[config.mk]
export PLATFORM = sky130hd
export DESIGN_NAME = seg_scan_ctrl
export DESIGN_NICKNAME = d
export VERILOG_FILES = /design/src/rtl/seg_scan_ctrl.sv
export SDC_FILE = /design/constraint.sdc
export NUM_CORES = 1
export LEC_CHECK = 0
export BUFFER_PORTS_ARGS = -buffer_cell sky130_fd_sc_hd__buf_4
export CORE_MARGIN = 5
export CORE_UTILIZATION = 66
export CTS_CLUSTER_SIZE = 12
export DETAILED_ROUTE_END_ITERATION = 10
export PLACE_DENSITY = 0.95
export SETUP_SLACK_MARGIN = 0.3
export SYNTH_ARGS = -nofsm -noshare
export SYNTH_HDL_FRONTEND = slang
export SYNTH_SLANG_ARGS = --single-unit
[constraint.sdc]
create_clock -name clk -period 8.8 [get_ports clk]
set_input_delay 0.88 -clock clk [delete_from_list [all_inputs] [get_ports clk]]
set_output_delay 0.88 -clock clk [all_outputs]
set_load 0.005 [all_outputs]
[src/rtl/seg_scan_ctrl.sv]
// Time-multiplexed scan controller for an 8-digit seven-segment display.
// Holds {dp, nibble} per digit and scans enabled digits with an optional blanking gap.
`timescale 1ns/1ps
module seg_scan_ctrl #(
  parameter int REFRESH_DIV = 100000,
  parameter int GAP_CYCLES  = 16
) (
  input  logic       clk,
  input  logic       rst_n,
  input  logic       wr_en,
  input  logic [2:0] wr_addr,
  input  logic [4:0] wr_data,
  input  logic [7:0] digit_en,
  input  logic       blank,
  output logic [7:0] anodes,
  output logic [7:0] seg,
  output logic [2:0] digit_idx,
  output logic       frame_tick
);

  localparam int CW = $clog2(REFRESH_DIV + 1);
  localparam int GW = (GAP_CYCLES == 0) ? 1 : $clog2(GAP_CYCLES + 1);
  localparam logic [CW-1:0] CNT_LAST = CW'(REFRESH_DIV - 1);
  localparam logic [GW-1:0] GAP_LAST = GW'(GAP_CYCLES - 1);

  typedef enum logic [1:0] {IDLE, SHOW, GAP} state_t;

  state_t        state;
  logic [CW-1:0] cnt;
  logic [GW-1:0] gcnt;
  logic [4:0]    regfile [8];
  logic [2:0]    first_idx;
  logic [2:0]    nxt_idx;

  function automatic logic [7:0] decode(input logic [4:0] val);
    logic [7:0] pat;
    case (val[3:0])
      4'h0: pat = 8'hFC;
      4'h1: pat = 8'h60;
      4'h2: pat = 8'hDA;
      4'h3: pat = 8'hF2;
      4'h4: pat = 8'h66;
      4'h5: pat = 8'hB6;
      4'h6: pat = 8'hBE;
      4'h7: pat = 8'hE0;
      4'h8: pat = 8'hFE;
      4'h9: pat = 8'hF6;
      4'hA: pat = 8'hEE;
      4'hB: pat = 8'h3E;
      4'hC: pat = 8'h9C;
      4'hD: pat = 8'h7A;
      4'hE: pat = 8'h9E;
      default: pat = 8'h8E;
    endcase
    decode = {pat[7:1], val[4]};
  endfunction

  function automatic logic [2:0] lowest_en(input logic [7:0] en);
    lowest_en = 3'd0;
    for (int i = 7; i >= 0; i--) begin
      if (en[i]) lowest_en = 3'(i);
    end
  endfunction

  // Walk backwards so the closest enabled digit after cur is the last one assigned;
  // i = 8 wraps onto cur itself, which reselects a lone enabled digit.
  function automatic logic [2:0] next_en(input logic [2:0] cur, input logic [7:0] en);
    logic [2:0] idx;
    next_en = cur;
    for (int i = 8; i >= 1; i--) begin
      idx = cur + 3'(i);
      if (en[idx]) next_en = idx;
    end
  endfunction

  assign first_idx = lowest_en(digit_en);
  assign nxt_idx   = next_en(digit_idx, digit_en);

  always_ff @(posedge clk or negedge rst_n) begin
    if (!rst_n) begin
      for (int i = 0; i < 8; i++) regfile[i] <= 5'h00;
    end else if (wr_en) begin
      regfile[wr_addr] <= wr_data;
    end
  end

  // Outputs are registered from the next state; seg reads the register file as it
  // stood before this edge, giving writes a one-cycle path to the display.
  always_ff @(posedge clk or negedge rst_n) begin
    if (!rst_n) begin
      state      <= IDLE;
      digit_idx  <= 3'd0;
      cnt        <= '0;
      gcnt       <= '0;
      anodes     <= 8'h00;
      seg        <= 8'h00;
      frame_tick <= 1'b0;
    end else begin
      frame_tick <= 1'b0;
      if (blank || digit_en == 8'h00) begin
        state  <= IDLE;
        cnt    <= '0;
        gcnt   <= '0;
        anodes <= 8'h00;
        seg    <= 8'h00;
      end else begin
        case (state)
          IDLE: begin
            state     <= SHOW;
            digit_idx <= first_idx;
            cnt       <= '0;
            anodes    <= 8'b1 << first_idx;
            seg       <= decode(regfile[first_idx]);
          end
          SHOW: begin
            if (!digit_en[digit_idx] || cnt == CNT_LAST) begin
              cnt <= '0;
              if (GAP_CYCLES == 0) begin
                digit_idx  <= nxt_idx;
                anodes     <= 8'b1 << nxt_idx;
                seg        <= decode(regfile[nxt_idx]);
                frame_tick <= (nxt_idx <= digit_idx);
              end else begin
                state  <= GAP;
                gcnt   <= '0;
                anodes <= 8'h00;
                seg    <= 8'h00;
              end
            end else begin
              cnt <= cnt + 1'b1;
              seg <= decode(regfile[digit_idx]);
            end
          end
          GAP: begin
            if (gcnt == GAP_LAST) begin
              state      <= SHOW;
              gcnt       <= '0;
              cnt        <= '0;
              digit_idx  <= nxt_idx;
              anodes     <= 8'b1 << nxt_idx;
              seg        <= decode(regfile[nxt_idx]);
              frame_tick <= (nxt_idx <= digit_idx);
            end else begin
              gcnt <= gcnt + 1'b1;
            end
          end
          default: begin
            state  <= IDLE;
            anodes <= 8'h00;
            seg    <= 8'h00;
          end
        endcase
      end
    end
  end

endmodule
==> results of run 1 <==
## kinds of logic (layout without fill, tap and decap cells)
logic type               after synthesis  in the layout  share of synthesized area [%]
AO/OA/AOI/OAI                        159            159                           16.9
XOR/XNOR                              15             15                           2.05
adder cells (fa/ha/maj)               22             22                           4.30
buffers and inverters                 66             85                           4.88
flip-flops                            84             84                           32.8
multiplexers                         111            111                           25.3
AND/OR/NAND/NOR                      180            180                           13.7
## registers in the layout (all words and copies together), names as in the netlist
register    count
state           2
regfile        40
frame_tick      1
anodes          8
seg             8
gcnt            5
digit_idx       3
cnt            17
## final timing paths
kind,startpoint,end,slack (ns),cells past startpoint
worst max-delay path,digit_idx[1],seg[4],3.08,16
worst min-delay path,anodes[6],anodes[6],0.48,2
worst max register to register,digit_idx[1],seg[4],3.08,16
worst min register to register,anodes[6],anodes[6],0.48,2
max in group asynchronous,rst_n,regfile[27],7.40,1
min in group asynchronous,rst_n,gcnt[2],0.69,1
## critical path, delay by kind of cell (launching register included)
family          cells  cell delay [ns]
compound gates      5             1.04
fa+ha+maj           2             1.01
buf+inv             4             0.94
flops               1             0.33
mux                 3             1.73
simple gates        2             0.61
## report_power, final
| part | internal [mW] | switching [mW] |
|---|---|---|
| clock network | 0.132 | 0.132 |
| logic | 0.586 | 0.845 |
| registers | 0.448 | 0.0769 |
## layer usage
metal / share of wire (%) / wire length, um
met1: 38 / 6350
met2: 49 / 8240
met3: 8.5 / 1420
met4: 4.1 / 688
met5: 0 / 0
## synth_stat cells (all sizes together) (5+ instances only)
library cell	instances	area (sq um)
a211oi	5	37.5
a21o	5	37.5
a21oi	23	119
a311oi	10	87.6
a31oi	7	58.8
a32oi	8	70.1
and2	5	31.3
buf	24	155
clkbuf	16	60.1
dfrtp	84	2100
ha	22	275
inv	24	90.1
mux2	53	608
mux2i	24	248
mux4	34	766
nand2	58	218
nand2b	7	43.8
nand3	23	115
nor2	38	143
nor2b	5	31.3
nor3	11	55.1
nor3b	5	37.5
o21ai	57	300
o41ai	8	70.1
or2	5	31.3
xor2	13	114
## stage by stage
stage	std cells	util [%]	worst slack, ns
after floorplan	637	-	4.23
after global placement	773	69.3	3.68
after detailed placement	773	69.3	3.31
after CTS	789	71.1	3.22
after global routing	789	71.1	2.69
final	789	71.1	3.08
## cell type report
cell class	instances	area, sq um	share of cell area (%)
flip-flops and latches	84	2100	30.7
repair buffers	43	323	4.71
multi-input cells	487	3990	58.2
well taps	133	166	2.43
inverters	26	97.6	1.42
clock inverters	2	35.0	0.511
clock buffers	14	143	2.08
==> qor.csv, run 1 <==
stage;metric;value;unit
critical_path;cp-start-kind;flop;
yosys;syn-num-nets;679;
sta;finalSetupViolCount;0;
min_path;hold_path.class;flop to flop;
layout;nFillCells;702;
global_route;met2_usage;50.4;%
die;die_width;109;um
global_route;grtUsageMet3;5.31;%
clocking;htree_num_levels;3;
drt;drc_errors;0;
global_route;grt_pass1_vias;5539;
placement;placed_area;6680;sq um
placement;routabilityCongestion;1.00;
placement;dpl.hpwl;12100;um
global_route;grt_pass1_wl;27800;um
die;die_area;11800;sq um
sta;worstMarginPinSlew;1.18;ns
yosys;ys.flop_type;dfrtp_1;
drt;drt.antenna.violating_nets;0;
clocking;clock-sinks;84;
yosys;ys_seq_area_share;32.8;%
die;core_area;9640;sq um
layout;layout_commonest_cell;dfrtp_1;
global_route;grt_overflow_total;0;
clocking;ctsHoldBuffers;0;
drt;via_per_inst;7.06;
yosys;ys_ff_latch;84;
sta;timing.final.crit_share;65.0;%
sta;hold_ws;0.482;ns
global_route;grt_busiest_layer;met2;
sta;rsz0062_at_grt;false;
clocking;numCtsBuffers;9;
global_route;track_usage;29.9;%
pwr;p_total;2.22;mW
drt;wl_per_cell;21.2;um
layout;area.growth.synth_to_final;7.05;%
die;io_pins;40;
yosys;postSynthAreaPerCell;10.1;sq um
sta;slew_headroom;19.3;%
critical_path;path_cells;buf_4, clkinv_1, ha_1, mux4_2, mux2i_1, nand2_1, a21oi_2, or2_1, a32oi_1, mux2i_1, inv_1, ha_1, inv_1, o21ai_2, o32ai_1, a21o_1;
clocking;worstSkewPairLatency;0.36;ns
drt;drt_iter0_drc;681;
drt;routed_wl;16700;um
layout;final_area;6860;sq um
yosys;async_flop_share;100;%
critical_path;crit_slowest_cell;mux2i_1;
drt;drt_pass1_iterations;6;
clocking;clk_pin_slew;0.08;ns
yosys;synth-edff-count;0;
yosys;yosys_warnings;0;
layout;most-common-layout-cells;dfrtp_1 (84), nand2_1 (58), mux2_2 (48);
sta;fin_tns_setup;0;ns
sta;clock_skew;0.0107;ns
critical_path;cp.required;9.11;ns
clocking;cts_resized;0;
layout;layout-drive-gt1-share;23.3;%
die;dieHeight;109;um
pwr;ir_drop;0.189;mV
sta;slew_violations;0;
die;rows;36;
sta;max_freq;175;MHz
layout;diodes;0;
critical_path;worst-path-max-fanout;27;
critical_path;slowest_delay;0.75;ns
yosys;synth_area;6400;sq um
pwr;p_per_area;324;nW/um^2
global_route;grt_max_degree;85;
run;maxCapViolCount;0;
die;start_util;66.4;%
clocking;cts_root_buf;clkbuf_8;
yosys;ys_types;71;
global_route;grt.met1_usage;37.7;%
placement;io_buffers;39;
critical_path;criticalPathCategory;flop to flop;
critical_path;worst_ep_arrival_time;6.03;ns
sta;post-route-min-period;5.72;ns
global_route;antenna_found_initial;0;
yosys;netlist_instances;637;
clocking;cts_buffer_depth;2;
status;outcome;finished clean;
clocking;post_cts_buffers;0;
critical_path;endpoint_kind;flop;
pwr;p_leak;2.87;nW
sta;hold_viol;0;
layout;nets;693;
clocking;tritoncts;built;
drt;vias;5573;
No activity file was read; power rests on OpenSTA's default activity.
==> run 2: changes to the inputs <==
CORE_UTILIZATION = 56   (was 66)
PLACE_DENSITY = 0.87   (was 0.95)
clock period = 4.6 ns   (was 8.8 ns; I/O delays follow)
==> qor.csv, run 2 (synthesis gave the netlist of run 1 again) <==
stage;metric;value;unit
placement;placed_cells;789;
clocking;ctsHoldBuffers;0;
critical_path;worst-r2r-cell-count;16;
critical_path;worstSetupStartpoint;digit_idx[0];
drt;wl_per_cell;21.0;um
die;dieHeight;117;um
die;io_pins;40;
layout;layout-drive-gt1-share;27.2;%
sta;timing.final.crit_share;89.4;%
layout;layout_commonest_cell;dfrtp_1;
sta;clock_skew;0.00591;ns
layout;nFillCells;871;
sta;max_freq;243;MHz
sta;slew_headroom;29.9;%
placement;io_buffers;39;
drt;drt.antenna.violating_nets;0;
run;maxCapViolCount;0;
min_path;hold_path.class;input port to asynchronous set/reset pin;
critical_path;r2r_end;seg[4];
clocking;cts_root_buf;clkbuf_16;
critical_path;regToRegSetupSlack;0.49;ns
drt;vias;5506;
drt;drc_errors;0;
clocking;tritoncts;built;
layout;nets;709;
global_route;track_usage;25.3;%
critical_path;crit_path_end;seg[4];
die;die_area;13700;sq um
pwr;p_per_area;650;nW/um^2
drt;drt_iter0_drc;669;
placement;dpl.hpwl;11900;um
global_route;grt_overflow_total;0;
placement;routabilityCongestion;0.940;
clocking;clock-sinks;84;
layout;final_area;7190;sq um
sta;finalSetupViolCount;0;
layout;diodes;0;
die;die_width;117;um
critical_path;cp.required;4.89;ns
clocking;numCtsBuffers;9;
global_route;grt_max_degree;85;
sta;fin_tns_setup;0;ns
critical_path;endpoint_kind;flop;
pwr;p_leak;3.01;nW
placement;placed_area;6740;sq um
critical_path;timing.rr.start;digit_idx[0];
layout;top_register;regfile;
critical_path;worst_ep_arrival_time;4.40;ns
pwr;ir_drop;0.334;mV
sta;rsz0062_at_grt;false;
drt;drt_pass1_iterations;6;
status;outcome;finished clean;
global_route;grt_pass1_vias;5327;
clocking;htree_num_levels;3;
die;rows;39;
clocking;worstSkewPairLatency;0.35;ns
sta;hold_viol;0;
clocking;clk_pin_slew;0.06;ns
sta;hold_ws;0.300;ns
layout;most-common-layout-cells;dfrtp_1 (83), nand2_1 (58), buf_4 (57);
critical_path;cp-start-kind;flop;
critical_path;criticalPathCategory;flop to flop;
sta;slew_violations;0;
sta;post-route-min-period;4.11;ns
die;core_area;11300;sq um
layout;largest_reg_flops;40;
drt;routed_wl;17100;um
clocking;cts_buffer_depth;2;
sta;worstMarginPinSlew;1.05;ns
global_route;grt_pass1_wl;27000;um
critical_path;worst-path-max-fanout;8;
layout;reg.largest.list;regfile (40), cnt (17);
drt;via_per_inst;6.78;
global_route;antenna_found_initial;0;
die;start_util;56.6;%
layout;final_cells;812;
layout;area.growth.synth_to_final;12.2;%
[run 2: cell types whose count changed in the layout (fill, tap and decap cells not counted), sizes merged]
cell / change
buf: +16
clkinv: +1
clkbuf: -4
[run 2: through the flow]
step                      total power [mW]  util (%)  worst slack, ns
after global placement                3.58      59.5            0.349
after global routing                  4.95      63.5            0.325
after detailed placement              3.71      59.5            0.179
after CTS                             4.43      62.1            0.341
after floorplan                       3.17         -            0.303
final                                 4.67      63.5            0.486
[run 2: how the worst min path moves through the flow]
stage | end | depth (start not counted)
finish | anodes[3] | 1
global route | anodes[3] | 1
CTS | anodes[5] | 1
detailed placement | anodes[7] | 2
global placement | anodes[3] | 2
floorplan | anodes[0] | 0
[run 2: layer usage]
layer	track usage, %	vias up	routed length [um]
met5	0	-	0
met4	10.4	0	558
met3	4.83	53	1240
met2	42.1	301	8430
met1	32.5	2684	6820
li1	-	2468	-
[run 2: final cells by class]
class,count,area (sq um),area share [%]
tap,143,179,2.49
clock buffer,10,239,3.32
sequential,84,2100,29.3
multi-input combinational,487,4070,56.6
timing repair buffer,59,463,6.44
clock inverter,3,40.0,0.557
inverter,26,98.8,1.37
[run 2: repair_timing]
action,CTS,global route
setup endpoints to repair,5,7
gates cloned,0,0
resized for setup,4,17
setup buffers,0,10
pin swaps,0,3
[run 2: critical path: stages (launching register included)]
cell       delay (ns)
dfrtp_1          0.42
inv_2            0.13
ha_4             0.35
mux4_2           0.58
buf_4            0.18
o21ai_1          0.14
a2111oi_0        0.14
and2_1           0.19
o32ai_1          0.37
a31oi_4          0.24
mux2_4           0.41
inv_1            0.12
ha_1             0.27
inv_1            0.08
o21ai_2          0.05
o32ai_1          0.27
a21o_1           0.12
[run 2: power breakdown]
group          total [mW]  switching (mW)  internal (mW)
clock network       0.701           0.278          0.424
registers            1.01           0.147          0.859
logic                2.96            1.65           1.31
total                4.67            2.08           2.59
==> run 3: changes to the inputs <==
ABC_AREA = 1   (was not set)
==> qor.csv, run 3 <==
stage;metric;value;unit
layout;most-common-layout-cells;nand2_1 (262), o21ai_0 (99), inv_1 (98);
drt;routed_wl;17700;um
placement;io_buffers;39;
yosys;synthTopCellsByArea;dfrtp_1 (33%), nand2_1 (16%), o21ai_0 (7.9%);
layout;top_register;regfile;
layout;diodes;0;
layout;nets;1001;
yosys;synth-edff-count;0;
min_path;hold_path.class;input port to asynchronous set/reset pin;
sta;max_freq;259;MHz
drt;drt.antenna.violating_nets;0;
drt;drt_iter0_drc;892;
critical_path;worst_ep_arrival_time;4.15;ns
drt;drc_errors;0;
global_route;grt_max_degree;49;
clocking;cts_buffer_depth;2;
clocking;htree_num_levels;3;
critical_path;crit_slowest_cell;dfrtp_1;
die;dieHeight;116;um
yosys;ys.flop_type;dfrtp_1;
sta;slew_headroom;22.2;%
sta;worstMarginPinSlew;1.16;ns
clocking;cts_resized;0;
critical_path;cp-start-kind;flop;
die;io_pins;40;
clocking;clk_pin_slew;0.07;ns
drt;vias;6548;
yosys;synth_top_area_cell;dfrtp_1;
sta;fin_tns_setup;0;ns
clocking;cts_root_buf;clkbuf_16;
global_route;track_usage;27.0;%
yosys;synth_commonest_cells;nand2_1 (262), o21ai_0 (99), inv_1 (98);
layout;area.growth.synth_to_final;10.8;%
clocking;post_cts_buffers;0;
critical_path;endpoint_kind;flop;
sta;finalSetupViolCount;0;
yosys;synth_area;6300;sq um
critical_path;crit_buf_inv;4;
yosys;yosysTopAreaCellShare;33.3;%
die;die_width;116;um
clocking;tritoncts;built;
placement;routabilityCongestion;1.01;
yosys;ys_ff_latch;84;
yosys;yosys_warnings;0;
clocking;clock-sinks;84;
layout;largest_reg_flops;40;
sta;slew_violations;0;
run;maxCapViolCount;0;
status;outcome;finished clean;
global_route;grt_overflow_total;0;
critical_path;cp_top_family;simple AND/OR/NAND/NOR gates;
yosys;postSynthAreaPerCell;6.82;sq um
die;start_util;57.6;%
die;die_area;13500;sq um
sta;rsz0062_at_grt;false;
global_route;grt_pass1_wl;29000;um
yosys;async_flop_share;100;%
global_route;antenna_found_initial;0;
critical_path;criticalPathCategory;flop to flop;
yosys;netlist_instances;924;
clocking;numCtsBuffers;9;
sta;timing.final.crit_share;84.1;%
placement;dpl.hpwl;13100;um
drt;wl_per_cell;16.0;um
yosys;ys_seq_area_share;33.3;%
layout;layout_commonest_cell;nand2_1;
layout;reg.largest.list;regfile (40), cnt (17);
layout;nFillCells;986;
sta;clock_skew;0.00870;ns
die;rows;38;
sta;post-route-min-period;3.87;ns
critical_path;cpMostUsedCell;nand2_1;
yosys;synth.most_common_cell;nand2_1;
clocking;worstSkewPairLatency;0.34;ns
drt;via_per_inst;5.93;
critical_path;slowest_delay;0.36;ns
yosys;syn-num-nets;966;
clocking;ctsHoldBuffers;0;
global_route;grt_pass1_vias;6075;
sta;hold_viol;0;
critical_path;worst-path-max-fanout;31;
layout;layout-drive-gt1-share;12.1;%
drt;drt_pass1_iterations;6;
yosys;ys_types;50;
critical_path;cp.required;4.88;ns
die;core_area;10900;sq um
## run 3: worst paths after layout
path,startpoint,end,slack (ns),cells past startpoint
setup / recovery,digit_idx[0],seg[4],0.73,26
hold / removal,rst_n,regfile[8],0.13,1
setup reg to reg,digit_idx[0],seg[4],0.73,26
hold reg to reg,gcnt[4],frame_tick,0.47,1
max in group asynchronous,rst_n,digit_idx[2],3.55,2
min in group clk,wr_data[3],regfile[3],0.33,3
## run 3: cell type report
type / instances / area (sq um) / area share, %
repair buffers: 45 / 338 / 4.84
inverters: 112 / 423 / 6.06
clock buffers: 10 / 239 / 3.42
clock inverters: 6 / 70.1 / 1.00
well taps: 140 / 175 / 2.51
flip-flops and latches: 84 / 2100 / 30.1
multi-input cells: 707 / 3630 / 52.1
## run 3: logic make-up (layout without fill, tap and decap cells)
kind of cell	count (synthesis)	count (layout)	share of synthesized area [%]
AND/OR/NAND/NOR	485	485	35.0
AO/OA/AOI/OAI	196	196	17.3
buffers and inverters	133	173	8.99
flip-flops	84	84	33.3
adder cells (fa/ha/maj)	22	22	4.37
XOR/XNOR	4	4	0.973
## run 3: layer usage
| metal | global-route usage [%] | vias to the layer above | part of all wire, % |
|---|---|---|---|
| li1 | - | 3143 | - |
| met1 | 36.2 | 3007 | 42 |
| met2 | 44.1 | 340 | 46 |
| met3 | 4.09 | 58 | 9.3 |
| met4 | 11.3 | 0 | 3.4 |
| met5 | 0 | - | 0 |
## run 3: stage by stage
stage	hold WS [ns]	std cells	setup WS (ns)	utilization [%]	cell area, sq um
after global routing	0.188	1104	0.416	63.8	6980
after CTS	0.149	1104	0.830	63.8	6980
after global placement	0.465	1088	0.931	61.0	6670
after detailed placement	0.460	1088	0.866	61.0	6670
after floorplan	0.164	924	0.876	-	6300
final	0.129	1104	0.733	63.8	6980
Power of run 3 is not shown: default switching activity piles up to over one toggle a cycle in this logic, so the estimate is an artifact.
